$ cat src/rtl/common_types_pkg.sv
// Common word-level types shared by the memory-side blocks.
package common_types_pkg;

  localparam int unsigned WORD_W = 32;

  typedef logic [WORD_W-1:0] word_t;

endpackage

$ cat src/rtl/mem_arb_pkg.sv
// Shared types for the two-port instruction/data memory arbiter.
package mem_arb_pkg;

  typedef common_types_pkg::word_t word_t;

  typedef enum logic [1:0] {
    IDLE = 2'd0,
    IGNT = 2'd1,
    DGNT = 2'd2
  } arb_state_t;

  localparam int unsigned FAIR_LIMIT_DFLT = 4;

endpackage

$ cat src/rtl/mem_arbiter.sv
// Instruction/data arbiter onto one word-wide RAM port; data has priority.
// Optional instruction-starvation bound enabled by defining MEM_ARB_FAIR_EN.
module mem_arbiter
  import mem_arb_pkg::*;
#(
  parameter int unsigned FAIR_LIMIT = FAIR_LIMIT_DFLT
) (
  input  logic  CLK,
  input  logic  RST,
  input  logic  iREN,
  input  word_t iaddr,
  output logic  iwait,
  output word_t iload,
  input  logic  dREN,
  input  logic  dWEN,
  input  word_t daddr,
  input  word_t dstore,
  output logic  dwait,
  output word_t dload,
  output logic  ramREN,
  output logic  ramWEN,
  output word_t ramaddr,
  output word_t ramstore,
  input  word_t ramload,
  input  logic  ramready
);

  if (FAIR_LIMIT == 0) begin : g_bad_fair_limit
    $error("mem_arbiter: FAIR_LIMIT must be non-zero");
  end

  arb_state_t state_q, state_d;
  word_t      addr_q;
  word_t      store_q;
  logic       ren_q;
  logic       wen_q;

  logic d_req;
  logic fair_hit;
  logic take_d;
  logic done;

  assign d_req = dREN | dWEN;
  assign done  = ramready & (state_q != IDLE);

`ifdef MEM_ARB_FAIR_EN
  localparam int unsigned FAIR_W = $clog2(FAIR_LIMIT + 1);

  logic [FAIR_W-1:0] fair_cnt_q, fair_cnt_d;

  // A pending fetch that has already lost FAIR_LIMIT times gets the next grant.
  assign fair_hit = iREN & (fair_cnt_q == FAIR_W'(FAIR_LIMIT));

  always_comb begin
    fair_cnt_d = fair_cnt_q;
    if (state_q == IDLE) begin
      if (state_d == IGNT) begin
        fair_cnt_d = '0;
      end else if (state_d == DGNT && iREN) begin
        fair_cnt_d = fair_cnt_q + FAIR_W'(1);
      end
    end
  end

  always_ff @(posedge CLK) begin
    if (RST) begin
      fair_cnt_q <= '0;
    end else begin
      fair_cnt_q <= fair_cnt_d;
    end
  end
`else
  assign fair_hit = 1'b0;
`endif

  assign take_d = d_req & ~fair_hit;

  always_comb begin
    state_d = state_q;
    unique case (state_q)
      IDLE: begin
        if (take_d) begin
          state_d = DGNT;
        end else if (iREN) begin
          state_d = IGNT;
        end
      end
      IGNT, DGNT: begin
        if (ramready) begin
          state_d = IDLE;
        end
      end
      default: state_d = IDLE;
    endcase
  end

  // Request is latched on grant entry; the RAM access always runs to completion.
  always_ff @(posedge CLK) begin
    if (RST) begin
      state_q <= IDLE;
      addr_q  <= '0;
      store_q <= '0;
      ren_q   <= 1'b0;
      wen_q   <= 1'b0;
    end else begin
      state_q <= state_d;
      if (state_q == IDLE && state_d == DGNT) begin
        addr_q  <= daddr;
        store_q <= dstore;
        ren_q   <= ~dWEN;
        wen_q   <= dWEN;
      end else if (state_q == IDLE && state_d == IGNT) begin
        addr_q  <= iaddr & ~word_t'(3);
        store_q <= '0;
        ren_q   <= 1'b1;
        wen_q   <= 1'b0;
      end else if (done) begin
        ren_q   <= 1'b0;
        wen_q   <= 1'b0;
      end
    end
  end

  assign ramREN   = ren_q;
  assign ramWEN   = wen_q;
  assign ramaddr  = addr_q;
  assign ramstore = store_q;

  // Completion is seen in the ready cycle itself so the pipeline restarts without delay.
  assign iwait = iREN  & ~((state_q == IGNT) & ramready);
  assign dwait = d_req & ~((state_q == DGNT) & ramready);
  assign iload = ((state_q == IGNT) && ramready && iREN)  ? ramload : '0;
  assign dload = ((state_q == DGNT) && ramready && d_req) ? ramload : '0;

endmodule
$ cat config.mk
export PLATFORM = sky130hd
export DESIGN_NAME = mem_arbiter
export DESIGN_NICKNAME = d
export VERILOG_FILES = /design/src/rtl/common_types_pkg.sv /design/src/rtl/mem_arb_pkg.sv /design/src/rtl/mem_arbiter.sv
export SDC_FILE = /design/constraint.sdc
export NUM_CORES = 1
export LEC_CHECK = 0
export ABC_AREA = 1
export ABC_CLOCK_PERIOD_IN_PS = 1950
export CAP_MARGIN = 30
export CORE_MARGIN = 1
export CORE_UTILIZATION = 36
export DETAILED_ROUTE_END_ITERATION = 6
export PLACE_DENSITY = 0.81
export SLEW_MARGIN = 20
export SYNTH_ARGS = -nofsm -noshare
export SYNTH_HDL_FRONTEND = slang
export SYNTH_SLANG_ARGS = --single-unit
$ cat constraint.sdc
create_clock -name CLK -period 1.95 [get_ports CLK]
set_input_delay 0.195 -clock CLK [delete_from_list [all_inputs] [get_ports CLK]]
set_output_delay 0.195 -clock CLK [all_outputs]
set_load 0.01 [all_outputs]
# Word level (Yosys, flattened, before mapping)
# Cells that the tools add are included.
# W data, S select, Z words.
op_classes:
  mux: 15
  n_reduce_logical: 11
  multipliers: 0
  eq_ne: 4
  n_addsub: 0
  n_div: 0
  bitwise: 9
  n_shift: 0
  magnitude_cmp: 0
op_table:
  columns: ["operator", "n"]
  rows:
  - ["$mux W32", 6]
  - ["$logic_and A1 B1 Y1", 6]
  - ["$mux W2", 3]
  - ["$and A1 B1 Y1", 5]
  - ["$mux W1", 5]
  - ["$eq A2 B1 Y1 const B", 2]
  - ["$eq A2 B2 Y1 const B", 2]
  - ["$pmux W2 S2", 1]
  - ["$reduce_bool A2 Y1", 2]
  - ["$not A1 Y1", 3]
  - ["$reduce_bool A3 Y1", 1]
  - ["$logic_not A2 Y1", 1]
  - ["$reduce_or A2 Y1", 1]
  - ["$or A1 B1 Y1", 1]
word_totals:
  mem_bits_ro: 0
  input_bits: 134
  elab_cells: 44
  latch_bits: 0
  mem_bits_rw: 0
  register_bits: 68
  output_inout_bits: 132
  memories: 0

# Depth between registers and ports, before layout
logic_depth:
  ltp_word: 7
  mapped_depth: 11

# Least setup slack after synthesis
# No wires, ideal clock.
synth_path:
  path_type: "reg2reg"
  startpoint: "reg state_q[1]"
  endpoint: "reg addr_q[0] (netlist: ramaddr[0])"
  t_required_ns: 1.818
  setup_slack_ns: 0.222
  n_path_buf: 1
  synth_period_minus_slack_ns: 1.728
  stages_incl_launch_ff: 10
  arrival_time_ns: 1.597
  setup_time_ns: 0.132
  path_cell_list: "dfxtp_1 -> inv_1 -> ha_1 -> nand3_2 -> nand4_1 -> nor2_2 -> inv_4 -> buf_4 -> nand3_1 -> a21oi_1"
synth_between:
  elab_chain_cells: 6
  elab_cells_between_ends: 14
  cone_classes: "4 x eq/ne; 5 x mux; 5 x reduce/logical"
synth_lines:
  columns: ["item", "line", "rtl"]
  rows:
  - ["from (decl)", "mem_arbiter.sv:32", "arb_state_t state_q, state_d;"]
  - ["from (signal assigned)", "mem_arbiter.sv:106", "state_q <= state_d;"]
  - ["$eq A2 B1 Y1, or another cell as far along", "mem_arbiter.sv:80", "unique case (state_q)"]
  - ["$reduce_or A2 Y1 / $mux W2 (equally long branches)", "mem_arbiter.sv:80, mem_arbiter.sv:82", null]
  - ["$pmux W2 S2", "mem_arbiter.sv:80", null]
  - ["$eq A2 B2 Y1 / $eq A2 B1 Y1 (equally long branches)", "mem_arbiter.sv:107, mem_arbiter.sv:112", null]
  - ["$logic_and A1 B1 Y1, on equally long branches", "mem_arbiter.sv:107, mem_arbiter.sv:112", null]
  - ["$mux W32 / $reduce_bool A2 Y1 (equally long branches)", null, null]
  - ["to (signal assigned)", "mem_arbiter.sv:108", "addr_q <= daddr;"]
  - ["to (signal assigned)", "mem_arbiter.sv:113", "addr_q <= iaddr & ~word_t'(3);"]
  - ["to (decl)", "mem_arbiter.sv:33", "word_t addr_q;"]
# Parallel ways exist; a longest one is shown, timed or not.
# A chain may end at the register's enable or synchronous reset.

# Worst setup path in the final report
layout_path:
  startpoint: "reg state_q[0]"
  endpoint: "out dload[10]"
layout_between:
  elab_chain_cells: 4
layout_lines:
  columns: ["item", "line", "rtl"]
  rows:
  - ["$eq A2 B2 Y1", "mem_arbiter.sv:133", "assign dload = ((state_q == DGNT) && ramready && d_req) ? ramload : '0;"]
  - ["$logic_and A1 B1 Y1 (2 in series)", "mem_arbiter.sv:133", null]
  - ["$mux W32", "mem_arbiter.sv:133", null]
  - ["to (decl)", "mem_arbiter.sv:19", "output word_t dload,"]
# No other way between the ends.

==> results by group <==
Global route
  • Met1 Use GR: 0.296
  • GRT Overall Usage: 0.248
  • Pin count of the biggest net entering global routing: 50
  • Vias in the first global route: ~4700
  • Global-route wire length before repair: roughly 23000 µm
  • Total congestion overflow: 0
  • Initial antenna violation count: 0
  • GR peak layer: met2
  • Met3 usage: 0.0796
  • Met2 GRT Util: 0.425

Critical path
  • Crit path max fanout: 8
  • CP peak stage delay: 0.36 ns
  • Worst R2R Setup Slack: 0.04 ns
  • Crit path kind: flip-flop to output pin
  • Worst setup SP type: flip-flop
  • Most frequent CP cell: inv_2
  • Worst path buffer plus inverter count: 4
  • Cell family with most CP delay: buffers and inverters
  • Worst-path cell chain: inv_2 -> ha_1 -> nand2_1 -> inv_2 -> o21ai_4 -> buf_12 -> nor2_1 -> clkdlybuf4s15_1
  • CP Capture Type: output pin
  • Slowest stage cell, crit path: dfxtp_4
  • Worst Path Required: 1.75 ns
  • Reg2Reg Capture Point: ramstore[29]$_SDFFE_PP0P_
  • Reg2Reg Depth: 10
  • Crit path DAT: between 1.5 and 2 ns
  • Reg-to-Reg Start: state_q[1]$_SDFF_PP0_

Place
  • RD Place Congestion: 0.862
  • DP HPWL: 10600 µm
  • Post-DP Area: about 6700 µm²
  • Port-buffer cells: 263

Floorplanning
  • Ports: 266
  • Initial core utilization: 0.377
  • Area of the die: approximately 11000 µm²
  • CORE AREA: between 10000 and 15000 µm²
  • Row Count: 37
  • Die Y: ~110 µm
  • Die W: about 110 µm

Flow run
  • MaxCap Viol Count: 0

Synth
  • Cell count after synthesis: between 500 and 600
  • Sequential element share of the synthesized area: 0.345
  • YS warnings: 0
  • Top-area cell type share of the netlist area: 0.345
  • Synth unique cells: 24
  • Post-synth top area cell: dfxtp_1
  • Synthesized area: about 4000 µm²
  • Net count after synthesis: approximately 730
  • Synth top area cells: dfxtp_1, nand3_1, nand4_1
  • Synth Register Bits: 68
  • Post-Syn Area per Cell: 6.62 µm²

STA
  • Crit share post-route: 0.980
  • Maximum operating frequency: 523 MHz
  • Tmin final: 1.91 ns
  • RSZ-0062 raised after global routing: true
  • Post-Route Skew: roughly 0.0075 ns
  • Count of final setup violators: 0
  • Fin. Hold Viols: 0
  • Fin. max-slew vios: 0
  • Relative slew margins: 0.651
  • Slew @ Worst Pin: between 0.5 and 0.6 ns

Clock tree
  • Cts-stage hold buffer count: 0
  • TritonCTS clock tree: yes
  • Max Root-Sink Buffers: 2
  • Root Buffer: clkbuf_8
  • CTS Buf Count: 9
  • H-Tree Level Count: 3
  • Clock latency on the worst-skew pair: between 0.3 and 0.4 ns
  • Clock sink count: 68
  • Worst-path clk slew: 0.07 ns

Finish
  • Layout cells sized above 1: 0.126
  • Final Core Density: 0.660
  • Commonest cells after routing, fill and taps aside: clkdlybuf4s50_1, nand3_1, nor2_1, inv_1, nand2_1
  • Final instance area: 6900 µm²
  • Layout area overhead: 75.2%
  • NumNets Final: approximately 980
  • Commonest non-fill, non-tap cell in the layout: clkdlybuf4s50_1
  • # diodes: 0

Drt
  • Via density: 5.09
  • Drc violations: 0
  • Via count: roughly 5000
  • Iter 0 DRT Violations: approximately 360
  • Avg WL per Cell: between 15 and 20 µm
  • DR pass1 iterations: 5
  • Final WL: about 15000 µm
  • Antenna-violating nets left: 0

Pwr
  • Internal cell power: a little over 3 mW
  • Leak pwr: 3.15 nW
  • Psw: between 1.5 and 2 mW
  • Power per cell area: about 660 nW/µm²
  • Peak supply drop: 0.000501 V
  • Combinational fraction of design power: 0.373
  • Sequential Power Share: 0.363
  • Sw frac: 0.330
  • Power share of the clock group: 0.264

Status
  • Outcome: completed

Worst hold path
  • Worst min-delay path class: input pin to flip-flop
  • Hold Path Sink: ramaddr[22]$_SDFFE_PP0P_
  • Hold Path Origin: RST
  • Cell count of the worst hold path: 2
cell families after synthesis:
family          Yosys count  synth area share
simple gates            318             0.394
buf+inv                 135             0.154
compound gates           69            0.0905
flops                    68             0.345
fa+ha+maj                 5            0.0159
worst max path at each step:
stage / from / endpoint / slack [ns] / cells after the start
floorplan: state_q[1]$_SDFF_PP0_ / ramaddr[0]$_SDFFE_PP0P_ / 0.22 / 9
global placement: dWEN / dload[30] / 0.02 / 5
detailed placement: dWEN / ramstore[29]$_SDFFE_PP0P_ / -0.05 / 10
CTS: state_q[0]$_SDFF_PP0_ / dload[26] / 0.003 / 8
global route: state_q[1]$_SDFF_PP0_ / ramREN$_SDFFE_PP0P_ / -0.09 / 11
finish: state_q[0]$_SDFF_PP0_ / dload[10] / 0.04 / 8
sequential cells by signal (all words and copies together) (netlist names):
register  cells
ramREN        1
ramaddr      32
state_q       2
ramstore     32
ramWEN        1
metal layers:
layer	vias to the layer above	part of all wire
li1	2461	-
met1	2277	0.41
met2	230	0.49
met3	17	0.093
met4	0	0.010
met5	-	0
repair_timing:
item                                    CTS  global route
endpoints found under the setup margin   88           124
gates resized for setup                  69            93
buffers inserted                          0             2
gates cloned                              1             3
pin swaps                                 0             1
area by class of cell:
class                           count  area [µm²]
Fill cell                         901        3560
Timing Repair Buffer              289        2840
Multi-Input combinational cell    392        2020
Sequential cell                    68        1370
Inverter                           79         299
Tap cell                          136         170
Clock buffer                       10         138
Clock inverter                      6        71.3
metrics by stage:
step	setup WS (ns)	std cells	setup TNS, ns	hold slack, ns	power [mW]
2_1_floorplan	0.222	595	0	0.366	2.52
5_1_grt	-0.0866	980	-0.871	0.293	4.84
3_3_place_gp	0.0173	958	0	0.465	3.33
6_report	0.0396	980	0	0.267	4.58
3_5_place_dp	-0.0482	958	-1.70	0.471	3.37
4_1_cts	0.00275	975	0	0.255	4.59
power by group through the flow:
stage	clock [mW]	sequential [mW]	combinational, mW
after detailed placement	0	1.69	1.68
final	1.21	1.67	1.71
after global routing	1.31	1.69	1.85
after floorplan	0	1.76	0.757
after global placement	0	1.68	1.65
after CTS	1.25	1.66	1.67
cells in the mapped netlist, drive strengths merged:
| master | number |
|---|---|
| nand3 | 102 |
| inv | 79 |
| nor2 | 77 |
| nand2 | 72 |
| dfxtp | 68 |
| a21oi | 67 |
| nand4 | 67 |
| buf | 36 |
| clkbuf | 20 |
| ha | 5 |
| o21ai | 2 |
Power figures use the tool's default switching activity.
